`src/rtl/usr_pkg.sv`:
```
// rtl/usr_pkg.sv - shared mode and direction constants for the universal shift register
package usr_pkg;

    localparam logic [2:0] MODE_HOLD  = 3'b000;
    localparam logic [2:0] MODE_SHR   = 3'b001;
    localparam logic [2:0] MODE_SHL   = 3'b010;
    localparam logic [2:0] MODE_ROR   = 3'b011;
    localparam logic [2:0] MODE_ROL   = 3'b100;
    localparam logic [2:0] MODE_LOAD  = 3'b101;
    localparam logic [2:0] MODE_CLEAR = 3'b110;

    localparam logic DIR_RIGHT = 1'b0;
    localparam logic DIR_LEFT  = 1'b1;

endpackage

```
`src/rtl/usr_bit_counter.sv`:
```
// rtl/usr_bit_counter.sv - modulo-WIDTH bit counter with registered wrap strobe
module usr_bit_counter #(
    parameter  int WIDTH = 32,
    localparam int CNT_W = $clog2(WIDTH)
) (
    input  logic             i_clk,
    input  logic             i_rst,
    input  logic             i_inc,
    input  logic             i_clr,
    output logic [CNT_W-1:0] o_count,
    output logic             o_wrap
);

    localparam logic [CNT_W-1:0] LAST = CNT_W'(WIDTH - 1);

    logic [CNT_W-1:0] r_count;
    logic             r_wrap;

    // Strobe is cleared on every edge so it lasts exactly one cycle, even if the
    // following edge is not enabled; a clear on the last count suppresses it.
    always_ff @(negedge i_clk or posedge i_rst) begin
        if (i_rst) begin
            r_count <= '0;
            r_wrap  <= 1'b0;
        end else begin
            r_wrap <= 1'b0;
            if (i_clr) begin
                r_count <= '0;
            end else if (i_inc) begin
                if (r_count == LAST) begin
                    r_count <= '0;
                    r_wrap  <= 1'b1;
                end else begin
                    r_count <= r_count + CNT_W'(1);
                end
            end
        end
    end

    assign o_count = r_count;
    assign o_wrap  = r_wrap;

endmodule

```
`src/rtl/universal_shift_register.sv`:
```
// rtl/universal_shift_register.sv - parametrised shift/rotate/load register with word framing
module universal_shift_register
    import usr_pkg::*;
#(
    parameter  int WIDTH = 32,
    localparam int CNT_W = $clog2(WIDTH)
) (
    input  logic             Clk_In,
    input  logic             Reset_In,
    input  logic             Enable_In,
    input  logic [2:0]       Mode_In,
    input  logic             Serial_Data_In,
    input  logic [WIDTH-1:0] Parallel_Data_In,
    output logic             Serial_Data_Out,
    output logic [WIDTH-1:0] Parallel_Data_Out,
    output logic [CNT_W-1:0] Bit_Count_Out,
    output logic             Word_Done_Out
);

    logic [WIDTH-1:0] r_data;
    logic             r_dir;
    logic [WIDTH-1:0] w_next_data;
    logic             w_next_dir;
    logic             w_shift;
    logic             w_zero;

    always_comb begin
        w_next_data = r_data;
        w_next_dir  = r_dir;
        w_shift     = 1'b0;
        w_zero      = 1'b0;
        case (Mode_In)
            MODE_SHR: begin
                w_next_data = {Serial_Data_In, r_data[WIDTH-1:1]};
                w_next_dir  = DIR_RIGHT;
                w_shift     = 1'b1;
            end
            MODE_SHL: begin
                w_next_data = {r_data[WIDTH-2:0], Serial_Data_In};
                w_next_dir  = DIR_LEFT;
                w_shift     = 1'b1;
            end
            MODE_ROR: begin
                w_next_data = {r_data[0], r_data[WIDTH-1:1]};
                w_next_dir  = DIR_RIGHT;
                w_shift     = 1'b1;
            end
            MODE_ROL: begin
                w_next_data = {r_data[WIDTH-2:0], r_data[WIDTH-1]};
                w_next_dir  = DIR_LEFT;
                w_shift     = 1'b1;
            end
            MODE_LOAD: begin
                w_next_data = Parallel_Data_In;
                w_zero      = 1'b1;
            end
            MODE_CLEAR: begin
                w_next_data = '0;
                w_zero      = 1'b1;
            end
            default: ;
        endcase
    end

    always_ff @(negedge Clk_In or posedge Reset_In) begin
        if (Reset_In) begin
            r_data <= '0;
            r_dir  <= DIR_RIGHT;
        end else if (Enable_In) begin
            r_data <= w_next_data;
            r_dir  <= w_next_dir;
        end
    end

    usr_bit_counter #(.WIDTH(WIDTH)) u_bit_counter (
        .i_clk   (Clk_In),
        .i_rst   (Reset_In),
        .i_inc   (Enable_In & w_shift),
        .i_clr   (Enable_In & w_zero),
        .o_count (Bit_Count_Out),
        .o_wrap  (Word_Done_Out)
    );

    // Exit bit follows the last shift direction, never the current Mode_In.
    assign Serial_Data_Out   = (r_dir == DIR_LEFT) ? r_data[WIDTH-1] : r_data[0];
    assign Parallel_Data_Out = r_data;

endmodule

```
`config.mk`:
```
export PLATFORM = sky130hd
export DESIGN_NAME = universal_shift_register
export DESIGN_NICKNAME = d
export VERILOG_FILES = /design/src/rtl/usr_pkg.sv /design/src/rtl/usr_bit_counter.sv /design/src/rtl/universal_shift_register.sv
export SDC_FILE = /design/constraint.sdc
export NUM_CORES = 1
export LEC_CHECK = 0
export CELL_PAD_IN_SITES_DETAIL_PLACEMENT = 0
export CELL_PAD_IN_SITES_GLOBAL_PLACEMENT = 1
export CORE_AREA = 2 2 111 70
export CTS_BUF_LIST = sky130_fd_sc_hd__clkbuf_8
export DETAILED_ROUTE_END_ITERATION = 10
export DIE_AREA = 0 0 113 72
export PLACE_DENSITY = 0.77
export RECOVER_POWER = 50
export SYNTH_ARGS = -nofsm -noshare
export SYNTH_HDL_FRONTEND = slang
export SYNTH_SLANG_ARGS = --single-unit
```
`constraint.sdc`:
```
create_clock -name Clk_In -period 2.3 [get_ports Clk_In]
set_clock_uncertainty 0.05 [all_clocks]
set_input_delay 0.345 -clock Clk_In [delete_from_list [all_inputs] [get_ports Clk_In]]
set_output_delay 0.345 -clock Clk_In [all_outputs]
set_load 0.05 [all_outputs]
```
==> qor.csv, run 1 <==
stage;metric;value;unit
clock_tree;worstSkewPairLatency;0.30;ns
final_layout;drive_gt1_frac;0.502;
placed_design;gp_congestion;0.819;
clock_tree;holdBufCountCts;0;
die;die_h;72;um
grt;grt_pass1_wl;14.2;mm
critical_path;end_kind;primary output;
power_and_ir_drop;p_per_area;745;mW/mm^2
final_layout;num_antenna_cells;0;
synthesis;yosys_warnings;0;
grt;gr-usage-all-layers;0.218;
sta;finalHoldViolCount;0;
synthesis;synthArstFlopShare;1.00;
critical_path;start_kind;register;
final_layout;final_cell_mix;buf_4, buf_12, dfrtn_1;
sta;hold_ws;0.539;ns
synthesis;synth_cells;258;
synthesis;syn_area_per_cell;9.68;sq um
final_layout;fin_nets;452;
power_and_ir_drop;power.share.clock;0.168;
clock_tree;cts_buffer_depth;2;
synthesis;synthDistinctLibCells;43;
synthesis;synthesis.area;0.00250;sq mm
synthesis;syn_nets;299;
placed_design;place_ws;-0.665;ns
synthesis;ys_top_cells_by_area;dfrtn_1, o221ai_1, a32oi_1, maj3_2, or2_0;
die;ios;78;
detailed_routing;wl_met1;4.52;mm
critical_path;crit_fanout;2;
power_and_ir_drop;switchingPower;1.42;mW
final_layout;nFillCells;518;
detailed_routing;post_drt_via_cell_ratio;5.55;
synthesis;yosysTopAreaCell;dfrtn_1;
clock_tree;htree_levels;2;
detailed_routing;drt_first_pass_iters;7;
clock_tree;clkSinkCount;39;
outcome;violations;DRC, setup timing;
min_path;hp-class;register to register;
detailed_routing;route.detailed.drc;5;
synthesis;ys_seq_area_frac;0.391;
die;fp.coreArea;0.00709;sq mm
sta;drv_slew;0;
synthesis;synth-edff-count;0;
die;die_w;113;um
sta;setup_tns;-7.13;ns
run;cap_violations;0;
power_and_ir_drop;swShare;0.387;
final_layout;final_common_cell;buf_4;
min_path;hold_depth;2;
critical_path;slowest_delay;0.45;ns
detailed_routing;vias;2792;
power_and_ir_drop;seqPwrFrac;0.268;
placed_design;hpwl;5.84;mm
detailed_routing;dr_wl_met3;449;um
critical_path;cp.required;1.90;ns
synthesis;synth.top_cell.area_share;0.391;
critical_path;reg2reg_depth;7;
clock_tree;cts_tree;built;
detailed_routing;highest_layer;met4;
power_and_ir_drop;leakagePower;2.08;nW
critical_path;cpMaxStageDelayCell;dfrtn_1;
final_layout;area_growth;96.9;%
critical_path;crit_chain;inv_2 -> o21ai_4 -> buf_12;
sta;setup_viol;46;
sta;slew_headroom;0.618;
grt;grt_pass1_vias;2790;
placed_design;port_buffers;77;
detailed_routing;postRouteAntennaNets;0;
final_layout;multi_input_area;0.00158;sq mm
detailed_routing;routedWlPerCell;18.5;um
synthesis;ys.flop_type;dfrtn_1;
power_and_ir_drop;p_comb_frac;0.564;
critical_path;path_class;register to primary output;
sta;worst_pin_slew;0.573;ns
grt;grt_antenna_before_repair;0;
die;rows;24;
critical_path;crit_arrival;2.31;ns
sta;fin_ws;-0.409;ns
grt;grt-ovfl-total;0;
die;dieArea;0.00814;sq mm
clock_tree;clk_pin_slew;0.06;ns
outcome;status;finished with violations;
synthesis;ys_seq_elements;39;
detailed_routing;dr_wl_met2;4.22;mm
die;start_util;0.352;
detailed_routing;wl;9.29;mm
clock_tree;cts_made_buffers;5;
final_layout;layout.area.seq;976;sq um
power_and_ir_drop;irDropWorstVdd;0.408;mV
clock_tree;cts_root_buf;clkbuf_8;
detailed_routing;drtIter0Drc;137;
grt;grt_max_degree;40;
power_and_ir_drop;p_int;2.24;mW
sta;rsz0062_at_grt;yes;
power_and_ir_drop;power;3.66;mW
[per-stage QoR]
stage	util	std cells	instance area (sq um)
CTS	0.653	489	4630
floorplan	-	258	2770
global placement	0.594	456	4210
global route	0.694	503	4920
finish	0.694	503	4920
detailed placement	0.594	456	4210
[worst max-delay path: cells and delay by family, from the launching register on]
family | cells | cell delay [ns]
buf+inv | 2 | 0.23
compound gates | 1 | 0.18
flops | 1 | 0.45
[repair_timing]
item,4_1_cts,5_1_grt
endpoints found under the setup margin,77,72
gates resized for setup,32,36
hold endpoints to repair,0,0
cloned,2,2
setup buffers,24,12
pin swaps,12,24
[flip-flops by register name, summed over array words and instances (netlist names)]
name / flops
u_bit_counter.o_wrap: 1
r_dir: 1
u_bit_counter.o_count: 5
Parallel_Data_Out: 32
[cell type report]
cell class                      instances  share of cell area
Tap cell                               91              0.0232
Sequential cell                        39               0.198
Clock buffer                            6              0.0168
Inverter                               19              0.0158
Clock inverter                          2             0.00712
Multi-Input combinational cell        172               0.321
Timing Repair Buffer                  174               0.418
[kinds of logic after synthesis]
logic type,after synthesis,share of synthesized area
AO/OA/AOI/OAI,95,0.301
XOR/XNOR,3,0.0105
adder cells (fa/ha/maj),19,0.0837
buffers and inverters,48,0.0937
flip-flops,39,0.391
multiplexers,3,0.0120
AND/OR/NAND/NOR,51,0.109
[power groups by stage]
stage	logic, mW	clock network (mW)	registers (mW)
final	2.06	0.615	0.983
after global placement	1.75	0	1.01
after detailed placement	1.76	0	1.01
after global routing	2.17	0.654	0.997
after CTS	1.94	0.622	0.978
after floorplan	0.462	0	1.39
[layer usage]
metal,GRT usage,vias up
li1,-,1303
met1,0.318,1391
met2,0.345,87
met3,0.0459,11
met4,0.0325,0
met5,0,-
[worst paths after layout]
path / startpoint / end / slack (ns)
setup / recovery: Parallel_Data_Out[0] / Serial_Data_Out / -0.41
hold reg to reg: u_bit_counter.o_count[0] / u_bit_counter.o_count[0] / 0.54
setup reg to reg: u_bit_counter.o_count[0] / u_bit_counter.o_count[4] / 0.37
min in group asynchronous: Reset_In / u_bit_counter.o_wrap / 1.70
hold / removal: u_bit_counter.o_count[0] / u_bit_counter.o_count[0] / 0.54
max in group asynchronous: Reset_In / Parallel_Data_Out[12] / 0.07
[synth_stat cells, drive strengths merged (2+ instances only)]
master	instances
o2bb2ai	2
nand2	3
dfrtn	39
mux2i	3
a21oi	4
or2	16
xor2	2
maj3	17
a31oi	15
ha	2
a221o	2
nor2b	3
a32oi	18
nand2b	5
o21ai	16
inv	19
nand3	2
nor2	17
o221ai	30
clkbuf	11
and3	2
buf	18
No activity file was read; power rests on OpenSTA's default activity.
==> run 2: changes to the inputs <==
==> config.mk (replaced) <==
export PLATFORM = sky130hd
export DESIGN_NAME = universal_shift_register
export DESIGN_NICKNAME = d
export VERILOG_FILES = /design/src/rtl/usr_pkg.sv /design/src/rtl/usr_bit_counter.sv /design/src/rtl/universal_shift_register.sv
export SDC_FILE = /design/constraint.sdc
export NUM_CORES = 1
export LEC_CHECK = 0
export CORE_AREA = 2 2 125 79
export CTS_BUF_LIST = sky130_fd_sc_hd__clkbuf_8
export DETAILED_ROUTE_END_ITERATION = 10
export DIE_AREA = 0 0 127 81
export PLACE_DENSITY = 0.48
export RECOVER_POWER = 50
export SLEW_MARGIN = 20
export SYNTH_ARGS = -nofsm -noshare
export SYNTH_HDL_FRONTEND = slang
export SYNTH_SLANG_ARGS = --single-unit
==> qor.csv, run 2 (same netlist as run 1, synthesis figures left out) <==
stage;metric;value;unit
grt;grt_pass1_wl;14.5;mm
die;ios;78;
die;die_w;127;um
final_layout;final_cell_mix;buf_4, buf_12, dfrtn_1;
clock_tree;clkSinkCount;39;
detailed_routing;vias;2725;
critical_path;crit_fanout;3;
final_layout;drive_gt1_frac;0.476;
critical_path;crit_arrival;2.29;ns
outcome;violations;setup timing;
grt;gr-usage-all-layers;0.182;
critical_path;start_kind;register;
clock_tree;cts_made_buffers;5;
min_path;hold_depth;2;
critical_path;r2r_slack;0.39;ns
final_layout;largest_register_ffs;32;
final_layout;num_antenna_cells;0;
sta;setup_viol;39;
grt;grt-ovfl-total;0;
final_layout;finish.utilization;0.518;
sta;drv_slew;0;
die;rows;28;
detailed_routing;post_drt_via_cell_ratio;5.12;
die;start_util;0.268;
sta;finalHoldViolCount;0;
detailed_routing;routedWlPerCell;17.3;um
detailed_routing;postRouteAntennaNets;0;
final_layout;final_area;0.00482;sq mm
final_layout;final_common_cell;buf_4;
detailed_routing;drtIter0Drc;163;
sta;worst_pin_slew;0.456;ns
detailed_routing;route.detailed.drc;0;
final_layout;area_growth;93.2;%
clock_tree;worstSkewPairLatency;0.30;ns
min_path;hp-class;register to register;
grt;grt_antenna_before_repair;0;
run;cap_violations;0;
critical_path;cp.required;1.90;ns
critical_path;reg2reg_depth;7;
clock_tree;htree_levels;2;
outcome;status;finished with violations;
detailed_routing;drt_first_pass_iters;4;
die;die_h;81;um
final_layout;fin_nets;452;
sta;rsz0062_at_grt;yes;
sta;fin_ws;-0.387;ns
clock_tree;cts_root_buf;clkbuf_8;
clock_tree;cts_tree;built;
die;dieArea;0.0103;sq mm
final_layout;multi_input_area;0.00151;sq mm
critical_path;path_class;register to primary output;
grt;grt_max_degree;25;
grt;grt_pass1_vias;2797;
critical_path;r2r_start;u_bit_counter.o_count[0];
power_and_ir_drop;p_per_area;732;mW/mm^2
power_and_ir_drop;leakagePower;2.03;nW
placed_design;placed_cell_area;0.00420;sq mm
clock_tree;clk_pin_slew;0.06;ns
die;fp.coreArea;0.00932;sq mm
power_and_ir_drop;irDropWorstVdd;0.316;mV
placed_design;hpwl;6.07;mm
min_path;min_from;u_bit_counter.o_count[0];
placed_design;port_buffers;77;
critical_path;end_kind;primary output;
detailed_routing;wl;9.19;mm
final_layout;nFillCells;827;
critical_path;cp-startpoint;r_dir;
clock_tree;cts_buffer_depth;2;
final_layout;layout.area.seq;976;sq um
placed_design;gp_congestion;0.851;
sta;hold_ws;0.578;ns
sta;slew_headroom;0.696;
## run 2: worst max-delay path, stage by stage, from the launching register on
cell and delay (ns):
dfrtn_1 0.51, nand2_2 0.09, o21ai_4 0.08, buf_12 0.15
## run 2: per-layer routing
layer  GRT usage  vias up  part of all wire
li1            -     1292                 -
met2       0.278       80              0.44
met1       0.264     1348              0.51
met4      0.0264        0            0.0044
met3      0.0474        5             0.048
met5           0        -                 0
## run 2: area by class of cell
class	instances	share of cell area
Clock buffer	7	0.0200
Clock inverter	1	0.000778
Sequential cell	39	0.202
Inverter	19	0.0156
Timing Repair Buffer	173	0.418
Tap cell	120	0.0311
Multi-Input combinational cell	173	0.312
## run 2: power breakdown
part / switching, mW / internal [mW] / total (mW)
Sequential: 0.150 / 0.825 / 0.975
Combinational: 0.970 / 1.04 / 2.01
Clock: 0.271 / 0.270 / 0.542
## run 2: stage by stage
step / setup TNS, ns / setup WS, ns / power, mW / std cells
2_1_floorplan: -7.41 / -0.431 / 1.85 / 258
3_3_place_gp: -21.35 / -0.597 / 2.76 / 477
3_5_place_dp: -20.61 / -0.589 / 2.76 / 477
4_1_cts: -7.25 / -0.395 / 3.51 / 523
5_1_grt: -8.39 / -0.453 / 3.71 / 532
6_report: -6.96 / -0.387 / 3.53 / 532
## run 2: path summary, 6_finish.rpt
path / to
max reg2reg: u_bit_counter.o_count[4]
min in group asynchronous: r_dir
max: Serial_Data_Out
min reg2reg: u_bit_counter.o_count[0]
min: u_bit_counter.o_count[0]
max in group asynchronous: Parallel_Data_Out[5]
## run 2: what timing repair did
item / in CTS / in global routing
hold buffers: 0 / 0
endpoints found under the setup margin: 77 / 69
buffers inserted: 36 / 9
cloned: 2 / 3
pin swaps: 7 / 12
resized for setup: 44 / 10
